==> src/rtl/multicycle_control.sv <==
// Moore FSM sequencing a multi-cycle MIPS-subset datapath through IF/ID/EXE/MEM/WB.
// Define MC_PERF_CNT_EN to add the cycleCnt/instrCnt performance counter outputs.
module multicycle_control #(
  parameter int unsigned OP_W    = 6,
  parameter int unsigned ALUOP_W = 3
) (
  input  logic               clk,
  input  logic               rst,
  input  logic [OP_W-1:0]    OP,
  input  logic               zero,
  input  logic               memReady,
  output logic               pcWrite,
  output logic               IorD,
  output logic               memRead,
  output logic               memWrite,
  output logic               IRWrite,
  output logic               regDst,
  output logic               memToReg,
  output logic               regWrite,
  output logic               ALUsrcA,
  output logic [1:0]         ALUsrcB,
  output logic               extop,
  output logic [1:0]         PCsrc,
  output logic [ALUOP_W-1:0] ALUop,
  output logic               illegal,
  output logic [3:0]         state
`ifdef MC_PERF_CNT_EN
  ,
  output logic [31:0]        cycleCnt,
  output logic [31:0]        instrCnt
`endif
);

  typedef enum logic [3:0] {
    StIf     = 4'd0,
    StId     = 4'd1,
    StExeR   = 4'd2,
    StExeOri = 4'd3,
    StExeMa  = 4'd4,
    StExeBr  = 4'd5,
    StExeJ   = 4'd6,
    StMemRd  = 4'd7,
    StMemWr  = 4'd8,
    StWbR    = 4'd9,
    StWbOri  = 4'd10,
    StWbLd   = 4'd11
  } state_e;

  localparam logic [OP_W-1:0] OpRType = OP_W'(6'b000000);
  localparam logic [OP_W-1:0] OpOri   = OP_W'(6'b001101);
  localparam logic [OP_W-1:0] OpLw    = OP_W'(6'b100011);
  localparam logic [OP_W-1:0] OpSw    = OP_W'(6'b101011);
  localparam logic [OP_W-1:0] OpBeq   = OP_W'(6'b000100);
  localparam logic [OP_W-1:0] OpJ     = OP_W'(6'b000010);

  localparam logic [ALUOP_W-1:0] AluAdd = ALUOP_W'(3'b000);
  localparam logic [ALUOP_W-1:0] AluSub = ALUOP_W'(3'b001);
  localparam logic [ALUOP_W-1:0] AluOr  = ALUOP_W'(3'b010);
  localparam logic [ALUOP_W-1:0] AluR   = ALUOP_W'(3'b100);

  state_e r_state;
  state_e w_state_nxt;
  logic   w_op_legal;

  assign w_op_legal = (OP == OpRType) || (OP == OpOri) || (OP == OpLw) ||
                      (OP == OpSw) || (OP == OpBeq) || (OP == OpJ);

  // State register
  always_ff @(posedge clk) begin
    if (rst) begin
      r_state <= StIf;
    end else begin
      r_state <= w_state_nxt;
    end
  end

  // Next-state logic; unused encodings fall back to IF
  always_comb begin
    w_state_nxt = r_state;
    unique case (r_state)
      StIf:     w_state_nxt = memReady ? StId : StIf;
      StId: begin
        if (OP == OpRType) begin
          w_state_nxt = StExeR;
        end else if (OP == OpOri) begin
          w_state_nxt = StExeOri;
        end else if ((OP == OpLw) || (OP == OpSw)) begin
          w_state_nxt = StExeMa;
        end else if (OP == OpBeq) begin
          w_state_nxt = StExeBr;
        end else if (OP == OpJ) begin
          w_state_nxt = StExeJ;
        end else begin
          w_state_nxt = StIf;
        end
      end
      StExeR:   w_state_nxt = StWbR;
      StExeOri: w_state_nxt = StWbOri;
      StExeMa:  w_state_nxt = (OP == OpLw) ? StMemRd : StMemWr;
      StExeBr:  w_state_nxt = StIf;
      StExeJ:   w_state_nxt = StIf;
      StMemRd:  w_state_nxt = memReady ? StWbLd : StMemRd;
      StMemWr:  w_state_nxt = memReady ? StIf : StMemWr;
      StWbR:    w_state_nxt = StIf;
      StWbOri:  w_state_nxt = StIf;
      StWbLd:   w_state_nxt = StIf;
      default:  w_state_nxt = StIf;
    endcase
  end

  // Output decode; reset forces every output low, including extop and state
  always_comb begin
    pcWrite  = 1'b0;
    IorD     = 1'b0;
    memRead  = 1'b0;
    memWrite = 1'b0;
    IRWrite  = 1'b0;
    regDst   = 1'b0;
    memToReg = 1'b0;
    regWrite = 1'b0;
    ALUsrcA  = 1'b0;
    ALUsrcB  = 2'b00;
    extop    = 1'b0;
    PCsrc    = 2'b00;
    ALUop    = AluAdd;
    illegal  = 1'b0;
    state    = 4'd0;
    if (!rst) begin
      extop = 1'b1;
      state = r_state;
      unique case (r_state)
        StIf: begin
          memRead = 1'b1;
          ALUsrcB = 2'b01;
          IRWrite = memReady;
          pcWrite = memReady;
        end
        StId: begin
          ALUsrcB = 2'b11;
          illegal = ~w_op_legal;
        end
        StExeR: begin
          ALUsrcA = 1'b1;
          ALUop   = AluR;
        end
        StExeOri: begin
          ALUsrcA = 1'b1;
          ALUsrcB = 2'b10;
          extop   = 1'b0;
          ALUop   = AluOr;
        end
        StExeMa: begin
          ALUsrcA = 1'b1;
          ALUsrcB = 2'b10;
        end
        StExeBr: begin
          ALUsrcA = 1'b1;
          ALUop   = AluSub;
          PCsrc   = 2'b01;
          pcWrite = zero;
        end
        StExeJ: begin
          PCsrc   = 2'b10;
          pcWrite = 1'b1;
        end
        StMemRd: begin
          memRead = 1'b1;
          IorD    = 1'b1;
        end
        StMemWr: begin
          memWrite = 1'b1;
          IorD     = 1'b1;
        end
        StWbR: begin
          regDst   = 1'b1;
          regWrite = 1'b1;
        end
        StWbOri: begin
          regWrite = 1'b1;
        end
        StWbLd: begin
          memToReg = 1'b1;
          regWrite = 1'b1;
        end
        default: ;
      endcase
    end
  end

`ifdef MC_PERF_CNT_EN
  logic [31:0] r_cycle_cnt;
  logic [31:0] r_instr_cnt;
  logic        w_instr_done;

  // An instruction retires on any entry into IF from another state
  assign w_instr_done = (r_state != StIf) && (w_state_nxt == StIf);

  always_ff @(posedge clk) begin
    if (rst) begin
      r_cycle_cnt <= 32'd0;
      r_instr_cnt <= 32'd0;
    end else begin
      r_cycle_cnt <= r_cycle_cnt + 32'd1;
      if (w_instr_done) begin
        r_instr_cnt <= r_instr_cnt + 32'd1;
      end
    end
  end

  assign cycleCnt = rst ? 32'd0 : r_cycle_cnt;
  assign instrCnt = rst ? 32'd0 : r_instr_cnt;
`else
  // Performance counters are not built in this configuration.
`endif

endmodule

==> config.mk <==
export PLATFORM = sky130hd
export DESIGN_NAME = multicycle_control
export DESIGN_NICKNAME = d
export VERILOG_FILES = /design/src/rtl/multicycle_control.sv
export SDC_FILE = /design/constraint.sdc
export NUM_CORES = 1
export LEC_CHECK = 0
export CORE_AREA = 2 2 43 45
export DETAILED_ROUTE_END_ITERATION = 7
export DIE_AREA = 0 0 45 47
export GPL_TIMING_DRIVEN = 1
export PLACE_DENSITY_LB_ADDON = 0.2
export SLEW_MARGIN = 30
export SYNTH_ARGS = -nofsm -noshare
export SYNTH_HDL_FRONTEND = slang
export SYNTH_SLANG_ARGS = --single-unit
export TNS_END_PERCENT = 20
==> constraint.sdc <==
create_clock -name clk -period 1.7 [get_ports clk]
set_input_delay 0.255 -clock clk [delete_from_list [all_inputs] [get_ports clk]]
set_output_delay 0.255 -clock clk [all_outputs]
set_load 0.1 [all_outputs]
==> results by group, run 1 <==
STA
  – Worst_ep grt: pcWrite
  – Worst-path end type: top-level output

Placed design
  – HPWL Detailed: 2180 um
  – RD Place Congestion: 0.839
  – Post-DP Area: 1470 um^2
  – I/O Buffers: 31

Synthesis
  – Sequential area share after synthesis: 0.142
  – Synth top area share: 0.142
  – Synth area leaders: dfxtp_1 (14%), nor2_1 (8.0%), nor3_1 (7.1%)
  – Yosys cell types: 34
  – YS warnings: 0
  – Yosys reg bits: 4
  – Number of synthesized flops with an enable pin: 0
  – Yosys top cell by area: dfxtp_1
  – Ys async rst share: 0
  – Synthesized net count: 99
  – Cell count after synthesis: 89
  – Synthesized area per cell: 6.35 um^2
  – Mapped cell area: 566 um^2
  – Synth Flop Type: dfxtp_1

Floorplanning
  – Starting Density: 0.342
  – Io pins: 32
  – FP Rows: 15
  – Die Width: 45 um
  – Die H: 47 um

Clock tree
  – CTS sink cnt: 4
  – Clock root buffer: clkbuf_4
  – CTS Buffer Depth: 2
  – Cts hold-fix bufs: 0
  – H-tree depth: 1
  – CTS buffer count: 3

Run status
  – Status: stopped before the end
  – Stop err: [ERROR DPL-0038] Utilization greater than 100%, impossible to legalize
  – Fail Step: global routing

Global routing
  – Largest net degree at the start of global routing: 14
[through the flow]
| stage | std cells | setup WS (ns) |
|---|---|---|
| 4_1_cts | 160 | -0.137 |
| 3_3_place_gp | 154 | -0.430 |
| 3_5_place_dp | 154 | -0.512 |
| 2_1_floorplan | 89 | -0.492 |
[Yosys cell counts, types with 3 or more instances]
cell type   n
nand2_1     7
clkbuf_1    5
a211oi_1    3
nor4_1      3
dfxtp_1     4
nand2b_1    4
nor2_1     12
nor3_1      8
nand3_1     4
a21oi_1     7
[logic make-up after synthesis]
| family | count (synthesis) | synth area share |
|---|---|---|
| simple gates | 51 | 0.480 |
| compound gates | 22 | 0.268 |
| buf+inv | 9 | 0.0642 |
| flops | 4 | 0.142 |
| xor+xnor | 3 | 0.0465 |
[timing repair]
action	in CTS
setup buffers	3
endpoints found under the setup margin	19
pin swaps	4
gates resized for setup	40
==> run 2, diff against run 1 <==
--- a/config.mk
+++ b/config.mk
@@ -5,11 +5,11 @@
 export SDC_FILE = /design/constraint.sdc
 export NUM_CORES = 1
 export LEC_CHECK = 0
-export CORE_AREA = 2 2 43 45
+export CORE_AREA = 2 2 63 65
 export DETAILED_ROUTE_END_ITERATION = 7
-export DIE_AREA = 0 0 45 47
+export DIE_AREA = 0 0 65 67
 export GPL_TIMING_DRIVEN = 1
-export PLACE_DENSITY_LB_ADDON = 0.2
+export PLACE_DENSITY_LB_ADDON = 0.15
 export SLEW_MARGIN = 30
 export SYNTH_ARGS = -nofsm -noshare
 export SYNTH_HDL_FRONTEND = slang
==> run 2 against run 1 <==
Effect of this change: the flow now finishes, with violations (setup timing); synthesized cell count stayed put; synthesized area unchanged.
==> results by group, run 2 <==
Run status
  – Status: complete, but fails checks
  – Violated checks: setup timing

STA
  – Final Hold Fails: 0
  – Slew HR: 0.702
  – Hold WS: 0.536 ns
  – Unrepaired setup endpoints after global routing: true
  – Worst Clk Skew: 0.000579 ns
  – Actual slew at the worst max-slew pin: 0.447 ns
  – FMAX: 557 MHz
  – Final worst-path cycle share: 1.06
  – Final setup viols: 5
  – Slew Limit Fails: 0
  – Setup ws final: -0.0946 ns
  – Final min period: 1.79 ns
  – Setup tns final: -0.202 ns

Floorplanning
  – FP Rows: 22
  – Starting Density: 0.157
  – Die H: 67 um
  – Die footprint: 4360 um^2
  – CORE AREA: 3610 um^2
  – Die Width: 65 um
  – Io pins: 32

Cells and area
  – Most frequent cells in the layout: buf_4 (30), buf_12 (23), buf_6 (7), nand2_1 (6)
  – Nets: 166
  – Top Registers: r_state: 4 flops
  – Number of flip-flops in the largest register: 4
  – Most common library cell in the layout ignoring fill and taps: buf_4
  – Filler cells: 357
  – N_diodes: 0
  – Fraction of layout cells with a size suffix above 1: 0.688
  – Fin util: 0.481
  – Area grow syn2layout: 207%
  – Biggest register: r_state

Pwr
  – Static Leakage: 0.655 nW
  – Peak VDD IR: 0.316 mV
  – PD cells: 346 nW/um^2
  – Final Power: 0.600 mW

Drt
  – Vias after detailed routing: 913
  – DR DRC count: 0
  – DR iter-0 viols: 20
  – DR WL/cell: 12.6 um
  – Post-DRT Antenna Nets: 0
  – DR vias/cell: 4.52
  – Drt pass-1 iters: 4
  – WL final: 2550 um

Synthesis
  – Yosys cell types: 34
  – Synth area leaders: dfxtp_1 (14%), nor2_1 (8.0%), nor3_1 (7.1%)
  – Yosys top cell by area: dfxtp_1
  – Synthesized net count: 99
  – YS warnings: 0
  – Sequential area share after synthesis: 0.142
  – Cell with the most instances after synthesis: nor2_1
  – Number of synthesized flops with an enable pin: 0
  – Ys async rst share: 0
  – Synthesized area per cell: 6.35 um^2
  – Mapped cell area: 566 um^2
  – Yosys reg bits: 4
  – Synth Flop Type: dfxtp_1
  – Cell count after synthesis: 89
  – Commonest cells in the netlist: nor2_1 (12), nor3_1 (8), a21oi_1 (7), nand2_1 (7), clkbuf_1 (5)
  – Synth top area share: 0.142

Global routing
  – Largest net degree at the start of global routing: 12
  – First-pass GRT wire length: 4280 um
  – Vias in the first global route: 926
  – Grt ovf: 0
  – Initial antenna violation count: 0
  – GR Util All Layers: 0.124

Worst setup path
  – Crit path DAT: 1.54 ns
  – R2R setup slack: 0.14 ns
  – Kind of critical path: reg -> out
  – Worst reg-to-reg path cell count: 6
  – Critical Path Fanout Max: 3
  – Startpoint Class: flip-flop
  – Crit path required time: 1.44 ns
  – Worst r2r src: r_state[0]
  – Reg2reg end: r_state[2]
  – Worst Setup End Kind: output port

Min path
  – Min-delay worst type: in -> reg
  – Hold Startpoint: OP[0]
  – Hold EP: r_state[2]
  – Hold path cells: 4

Clock tree
  – H-tree depth: 1
  – Clock Latency Late Sink: 0.21 ns
  – Clock root buffer: clkbuf_8
  – CTS sink cnt: 4
  – CTS tree: built
  – CTS Buffer Depth: 2
  – Reg clk slew, reported paths: 0.03 ns
  – CTS buffer count: 3

Flow run
  – Max Cap Viol: 0

Placed design
  – RD Place Congestion: 0.792
  – I/O Buffers: 31
  – HPWL Detailed: 1950 um
## run 2: kinds of logic after synthesis
group,Yosys count,synth area share
buffers and inverters,9,0.0642
flip-flops,4,0.142
AND/OR/NAND/NOR,51,0.480
AO/OA/AOI/OAI,22,0.268
XOR/XNOR,3,0.0465
## run 2: worst max-delay path, cell delays in order, from the launching register on
cell and delay [ns]:
dfxtp_2 0.32, nand2b_4 0.14, or4_4 0.50, nor3_4 0.16, buf_12 0.20
## run 2: power by group
group	total, mW	internal (mW)	switching [mW]
combinational	0.306	0.131	0.174
clock	0.196	0.151	0.0449
sequential	0.0987	0.0947	0.00398
total	0.600	0.377	0.223
## run 2: worst max path at each step
stage / endpoint / from / slack, ns / depth (start not counted)
5_1_grt: illegal / r_state[1] / -0.14 / 4
2_1_floorplan: illegal / r_state[0] / -0.49 / 3
3_5_place_dp: illegal / OP[3] / -0.56 / 6
3_3_place_gp: illegal / OP[3] / -0.42 / 6
4_1_cts: illegal / r_state[1] / -0.11 / 4
6_report: illegal / r_state[1] / -0.09 / 4
## run 2: metal layers
| metal | track usage | up-vias | wire (um) |
|---|---|---|---|
| li1 | - | 464 | - |
| met1 | 0.133 | 421 | 1010 |
| met2 | 0.247 | 26 | 1410 |
| met3 | 0.0236 | 2 | 111 |
| met4 | 0.0239 | 0 | 21 |
| met5 | 0 | - | 0 |
## run 2: layout make-up
cell class                 instances  area (um^2)  area share
timing repair buffer              69          836       0.482
multi-input combinational         76          699       0.403
sequential                         4         88.8      0.0512
tap                               48         60.1      0.0346
clock buffer                       3         41.3      0.0238
inverter                           2         10.0     0.00577
## run 2: metrics by stage
stage	worst slack, ns	cell area [um^2]	cells
floorplan	-0.492	842	89
global placement	-0.425	1520	186
detailed placement	-0.561	1520	186
CTS	-0.108	1690	199
global route	-0.136	1740	202
finish	-0.0946	1740	202
## run 2: what timing repair did
action | CTS | global route
hold buffers | 0 | 0
gates resized for setup | 38 | 6
endpoints found under the setup margin | 17 | 12
buffers inserted | 10 | 3
pin swaps | 6 | 5
(Power assumes the default switching activity.)
==> run 3, diff against run 2 <==
--- a/config.mk
+++ b/config.mk
@@ -5,11 +5,14 @@
 export SDC_FILE = /design/constraint.sdc
 export NUM_CORES = 1
 export LEC_CHECK = 0
+export ABC_AREA = 0
 export CORE_AREA = 2 2 63 65
 export DETAILED_ROUTE_END_ITERATION = 7
 export DIE_AREA = 0 0 65 67
 export GPL_TIMING_DRIVEN = 1
+export HOLD_SLACK_MARGIN = 0.08
 export PLACE_DENSITY_LB_ADDON = 0.15
+export RECOVER_POWER = 25
 export SLEW_MARGIN = 30
 export SYNTH_ARGS = -nofsm -noshare
 export SYNTH_HDL_FRONTEND = slang
==> run 3 against run 2 <==
Effect of this change: the run still ends with setup timing left; clock power about the same; utilization decreased by 0.45 points; combinational power about the same; routed wire length increased by 0.20%; via count unchanged; flip-flop and latch count unchanged; die area unchanged; critical path depth unchanged; final cell count unchanged; power about the same; global-route usage unchanged; critical endpoint unchanged; largest power group unchanged.
==> results by group, run 3 (synthesis results as in run 2) <==
Worst setup path
  – Critical Path Fanout Max: 3
  – Crit path required time: 1.44 ns
  – Crit path DAT: 1.54 ns
  – Kind of critical path: reg -> out
  – Startpoint Class: flip-flop
  – Worst Setup End Kind: output port

Run status
  – Status: complete, but fails checks
  – Violated checks: setup timing

Flow run
  – Max Cap Viol: 0

Clock tree
  – CTS tree: built
  – Reg clk slew, reported paths: 0.03 ns
  – CTS sink cnt: 4
  – CTS Buffer Depth: 2
  – Clock Latency Late Sink: 0.21 ns
  – H-tree depth: 1
  – Clock root buffer: clkbuf_8
  – CTS buffer count: 3

STA
  – Slew Limit Fails: 0
  – Setup ws final: -0.0946 ns
  – Hold WS: 0.536 ns
  – Final Hold Fails: 0
  – Final setup viols: 5
  – FMAX: 557 MHz
  – Slew HR: 0.702
  – Actual slew at the worst max-slew pin: 0.446 ns
  – Unrepaired setup endpoints after global routing: true
  – Final min period: 1.79 ns
  – Final worst-path cycle share: 1.06
  – Worst Clk Skew: 0.000579 ns

Placed design
  – I/O Buffers: 31
  – HPWL Detailed: 1950 um
  – Setup WS pre-CTS: -0.561 ns
  – RD Place Congestion: 0.792

Drt
  – DR DRC count: 0
  – Vias after detailed routing: 913
  – DR iter-0 viols: 21
  – Post-DRT Antenna Nets: 0
  – Drt pass-1 iters: 4
  – DR vias/cell: 4.52
  – WL final: 2560 um
  – DR WL/cell: 12.7 um

Pwr
  – Clock share of power: 0.326
  – Peak VDD IR: 0.316 mV
  – PD cells: 349 nW/um^2
  – Static Leakage: 0.648 nW
  – Final Power: 0.599 mW
  – Comb power frac: 0.509
  – Switching power: 0.223 mW
  – Internal cell power: 0.376 mW
  – Sw frac: 0.372
  – Sequential Power Share: 0.165

Floorplanning
  – FP Rows: 22
  – Die footprint: 4360 um^2
  – CORE AREA: 3610 um^2
  – Die Width: 65 um
  – Die H: 67 um
  – Starting Density: 0.157
  – Io pins: 32

Global routing
  – First-pass GRT wire length: 4280 um
  – Largest net degree at the start of global routing: 12
  – Grt ovf: 0
  – Initial antenna violation count: 0
  – Vias in the first global route: 926
  – GR Util All Layers: 0.124

Cells and area
  – Most common library cell in the layout ignoring fill and taps: buf_4
  – Filler cells: 360
  – Most frequent cells in the layout: buf_4 (29), buf_12 (22), buf_6 (7), nand2_1 (6)
  – N_diodes: 0
  – Area grow syn2layout: 204%
  – Fraction of layout cells with a size suffix above 1: 0.682
  – Biggest register: r_state
  – Nets: 166
  – Number of flip-flops in the largest register: 4
  – Top Registers: r_state: 4 flops

Min path
  – Min-delay worst type: in -> reg
## run 3: final cells by class
type                    count  area, um^2  area share
repair buffers             69         820       0.477
multi-input cells          76         699       0.407
flip-flops and latches      4        88.8      0.0517
well taps                  48        60.1      0.0349
clock buffers               3        41.3      0.0240
inverters                   2        10.0     0.00582
## run 3: metal layers
| layer | GRT usage | wire (um) | vias up |
|---|---|---|---|
| met5 | 0 | 0 | - |
| met1 | 0.133 | 1020 | 420 |
| met2 | 0.247 | 1410 | 26 |
| met3 | 0.0236 | 111 | 2 |
| li1 | - | - | 465 |
| met4 | 0.0239 | 21 | 0 |
## run 3: through the flow
stage | instances | cell area [um^2] | setup TNS [ns] | utilization
after floorplan | 89 | 842 | -4.07 | -
after global placement | 186 | 1520 | -1.60 | 0.420
after detailed placement | 186 | 1520 | -2.06 | 0.420
after CTS | 199 | 1690 | -0.264 | 0.469
after global routing | 202 | 1720 | -0.706 | 0.477
final | 202 | 1720 | -0.202 | 0.477
## run 3: path summary, 6_finish.rpt
path              cells after the start  slack [ns]        from         end
setup / recovery                      4       -0.09  r_state[1]     illegal
hold reg to reg                       2        0.63  r_state[2]  r_state[2]
setup reg to reg                      6        0.14  r_state[0]  r_state[2]
hold / removal                        4        0.54       OP[0]  r_state[2]
## run 3: timing repair
| action | in CTS | in global routing |
|---|---|---|
| hold buffers | 0 | 0 |
| setup buffers | 10 | 3 |
| endpoints found under the setup margin | 17 | 12 |
| pin swaps | 6 | 5 |
| resized for setup | 38 | 6 |
## run 3: worst max-delay path, stage by stage, from the launching register on
cell      delay (ns)
dfxtp_2         0.32
nand2b_4        0.14
or4_4           0.50
nor3_4          0.16
buf_12          0.20
## run 3: power by group through the flow
stage	registers (mW)	clock network (mW)	logic, mW
4_1_cts	0.0981	0.204	0.295
2_1_floorplan	0.0998	0	0.170
3_5_place_dp	0.101	0	0.278
6_report	0.0987	0.196	0.305
3_3_place_gp	0.101	0	0.275
5_1_grt	0.0990	0.214	0.320
==> run 4, diff against run 3 <==
--- a/config.mk
+++ b/config.mk
@@ -6,9 +6,9 @@
 export NUM_CORES = 1
 export LEC_CHECK = 0
 export ABC_AREA = 0
-export CORE_AREA = 2 2 63 65
+export CORE_AREA = 5 5 66 68
 export DETAILED_ROUTE_END_ITERATION = 7
-export DIE_AREA = 0 0 65 67
+export DIE_AREA = 0 0 71 73
 export GPL_TIMING_DRIVEN = 1
 export HOLD_SLACK_MARGIN = 0.08
 export PLACE_DENSITY_LB_ADDON = 0.15
==> run 4 against run 3 <==
Effect of this change: the flow still finishes with violations (setup timing); global-route usage decreased by 1.3 points; clock-buffer cell count unchanged; die area grew 19%; setup slack gained 0.020 ns; critical path depth rose by 2; final cell count is the same; critical path type is now in -> out; highest routed layer unchanged.
==> results by group, run 4 (synthesis results as in run 2) <==
Cells and area
  – Most frequent cells in the layout: buf_4 (26), buf_12 (22), buf_6 (8), nor2_4 (7), nor3_4 (5)
  – Final instance area: 1750 um^2
  – Most common library cell in the layout ignoring fill and taps: buf_4
  – Fraction of layout cells with a size suffix above 1: 0.711
  – Nets: 164
  – Filler cells: 401
  – Number of flip-flops in the largest register: 4
  – Non-Filler Instances: 202
  – N_diodes: 0
  – Fin util: 0.461
  – Area grow syn2layout: 210%
  – Top Registers: r_state: 4 flops
  – Biggest register: r_state

Global routing
  – Largest net degree at the start of global routing: 16
  – First-pass GRT wire length: 4570 um
  – GR Util All Layers: 0.111
  – Vias in the first global route: 979
  – Grt ovf: 0
  – Initial antenna violation count: 0

Drt
  – Drt pass-1 iters: 4
  – Vias after detailed routing: 928
  – DR DRC count: 0
  – WL final: 2750 um
  – DR iter-0 viols: 22
  – Post-DRT Antenna Nets: 0
  – DR WL/cell: 13.6 um
  – DR vias/cell: 4.59

Placed design
  – Post-DP Area: 1550 um^2
  – HPWL Detailed: 2130 um
  – I/O Buffers: 31
  – Placed insts: 192
  – RD Place Congestion: 0.779

STA
  – Worst Clk Skew: 0.00214 ns
  – Slew HR: 0.617
  – Setup ws final: -0.0745 ns
  – Final Hold Fails: 0
  – Final min period: 1.77 ns
  – Actual slew at the worst max-slew pin: 0.565 ns
  – Final setup viols: 6
  – Hold WS: 0.543 ns
  – Unrepaired setup endpoints after global routing: true
  – FMAX: 564 MHz
  – Final worst-path cycle share: 1.04
  – Slew Limit Fails: 0

Clock tree
  – CTS sink cnt: 4
  – H-tree depth: 1
  – CTS buffer count: 3
  – Clock Latency Late Sink: 0.22 ns
  – Clock root buffer: clkbuf_8
  – Cts hold-fix bufs: 0
  – CTS Buffer Depth: 2
  – Reg clk slew, reported paths: 0.03 ns
  – CTS tree: built

Worst setup path
  – Startpoint Class: primary input
  – CP delay by family, top: simple AND/OR/NAND/NOR gates
  – Largest stage delay on the critical path: 0.45 ns
  – Kind of critical path: in -> out
  – Crit path required time: 1.44 ns
  – CP max-delay cell: or4_4
  – R2R setup slack: 0.06 ns
  – Worst path bufs/invs: 2
  – CP cell instances: clkdlybuf4s15_1, xnor2_1, or4_4, a21oi_4, nor3_4, buf_12
  – Worst Setup End Kind: output port
  – Crit path DAT: 1.52 ns
  – Critical Path Fanout Max: 4

Floorplanning
  – Starting Density: 0.149
  – Die H: 73 um
  – CORE AREA: 3800 um^2
  – Die footprint: 5180 um^2
  – Die Width: 71 um
  – Io pins: 32
  – FP Rows: 23

Run status
  – Status: complete, but fails checks
  – Violated checks: setup timing

Pwr
  – Peak VDD IR: 0.190 mV
  – PD cells: 346 nW/um^2
  – Static Leakage: 0.649 nW

Min path
  – Min-delay worst type: in -> reg

Flow run
  – Max Cap Viol: 0
[run 4: cell count changes in the layout (fill, tap and decap cells not counted), sizes merged]
| cell | previous run | this run |
|---|---|---|
| buf | 61 | 60 |
| clkbuf | 5 | 4 |
[run 4: cell type report]
| class | instances | area (um^2) | area share |
|---|---|---|---|
| tap | 50 | 62.6 | 0.0357 |
| timing repair buffer | 67 | 810 | 0.462 |
| clock buffer | 3 | 41.3 | 0.0236 |
| sequential | 4 | 91.3 | 0.0521 |
| inverter | 2 | 17.5 | 0.0100 |
| multi-input combinational | 76 | 729 | 0.416 |
[run 4: per-layer routing]
metal,part of all wire,vias to the layer above,track usage
met5,0,-,0
met4,0.020,0,0.0501
met3,0.053,5,0.0179
met2,0.57,31,0.219
met1,0.36,433,0.113
li1,-,459,-
[run 4: path summary, 6_finish.rpt]
check	from	endpoint	cells after the start
setup / recovery	OP[1]	illegal	6
hold / removal	OP[2]	r_state[0]	5
setup reg to reg	r_state[0]	r_state[3]	5
hold reg to reg	r_state[3]	r_state[2]	2
[run 4: what timing repair did]
action                     4_1_cts  5_1_grt
pin swaps                        5        7
gates resized for setup         44       15
setup endpoints to repair       16       15
setup buffers                    5        2
[run 4: worst register-to-register path, stage by stage (launching register included)]
cell and delay [ns]:
dfxtp_4 0.35, buf_6 0.14, and2_1 0.16, o311ai_1 0.53, buf_4 0.22, o21ba_1 0.13
[run 4: power by group]
group	total, mW	internal [mW]	switching (mW)
clock network	0.202	0.151	0.0506
registers	0.0960	0.0932	0.00278
logic	0.308	0.130	0.178
total	0.605	0.374	0.231
[run 4: metrics by stage]
step	setup slack, ns	power, mW	setup TNS, ns
floorplan	-0.492	0.270	-4.07
global placement	-0.412	0.384	-1.69
detailed placement	-0.515	0.386	-2.04
CTS	-0.133	0.603	-0.265
global route	-0.132	0.630	-0.655
finish	-0.0745	0.605	-0.124
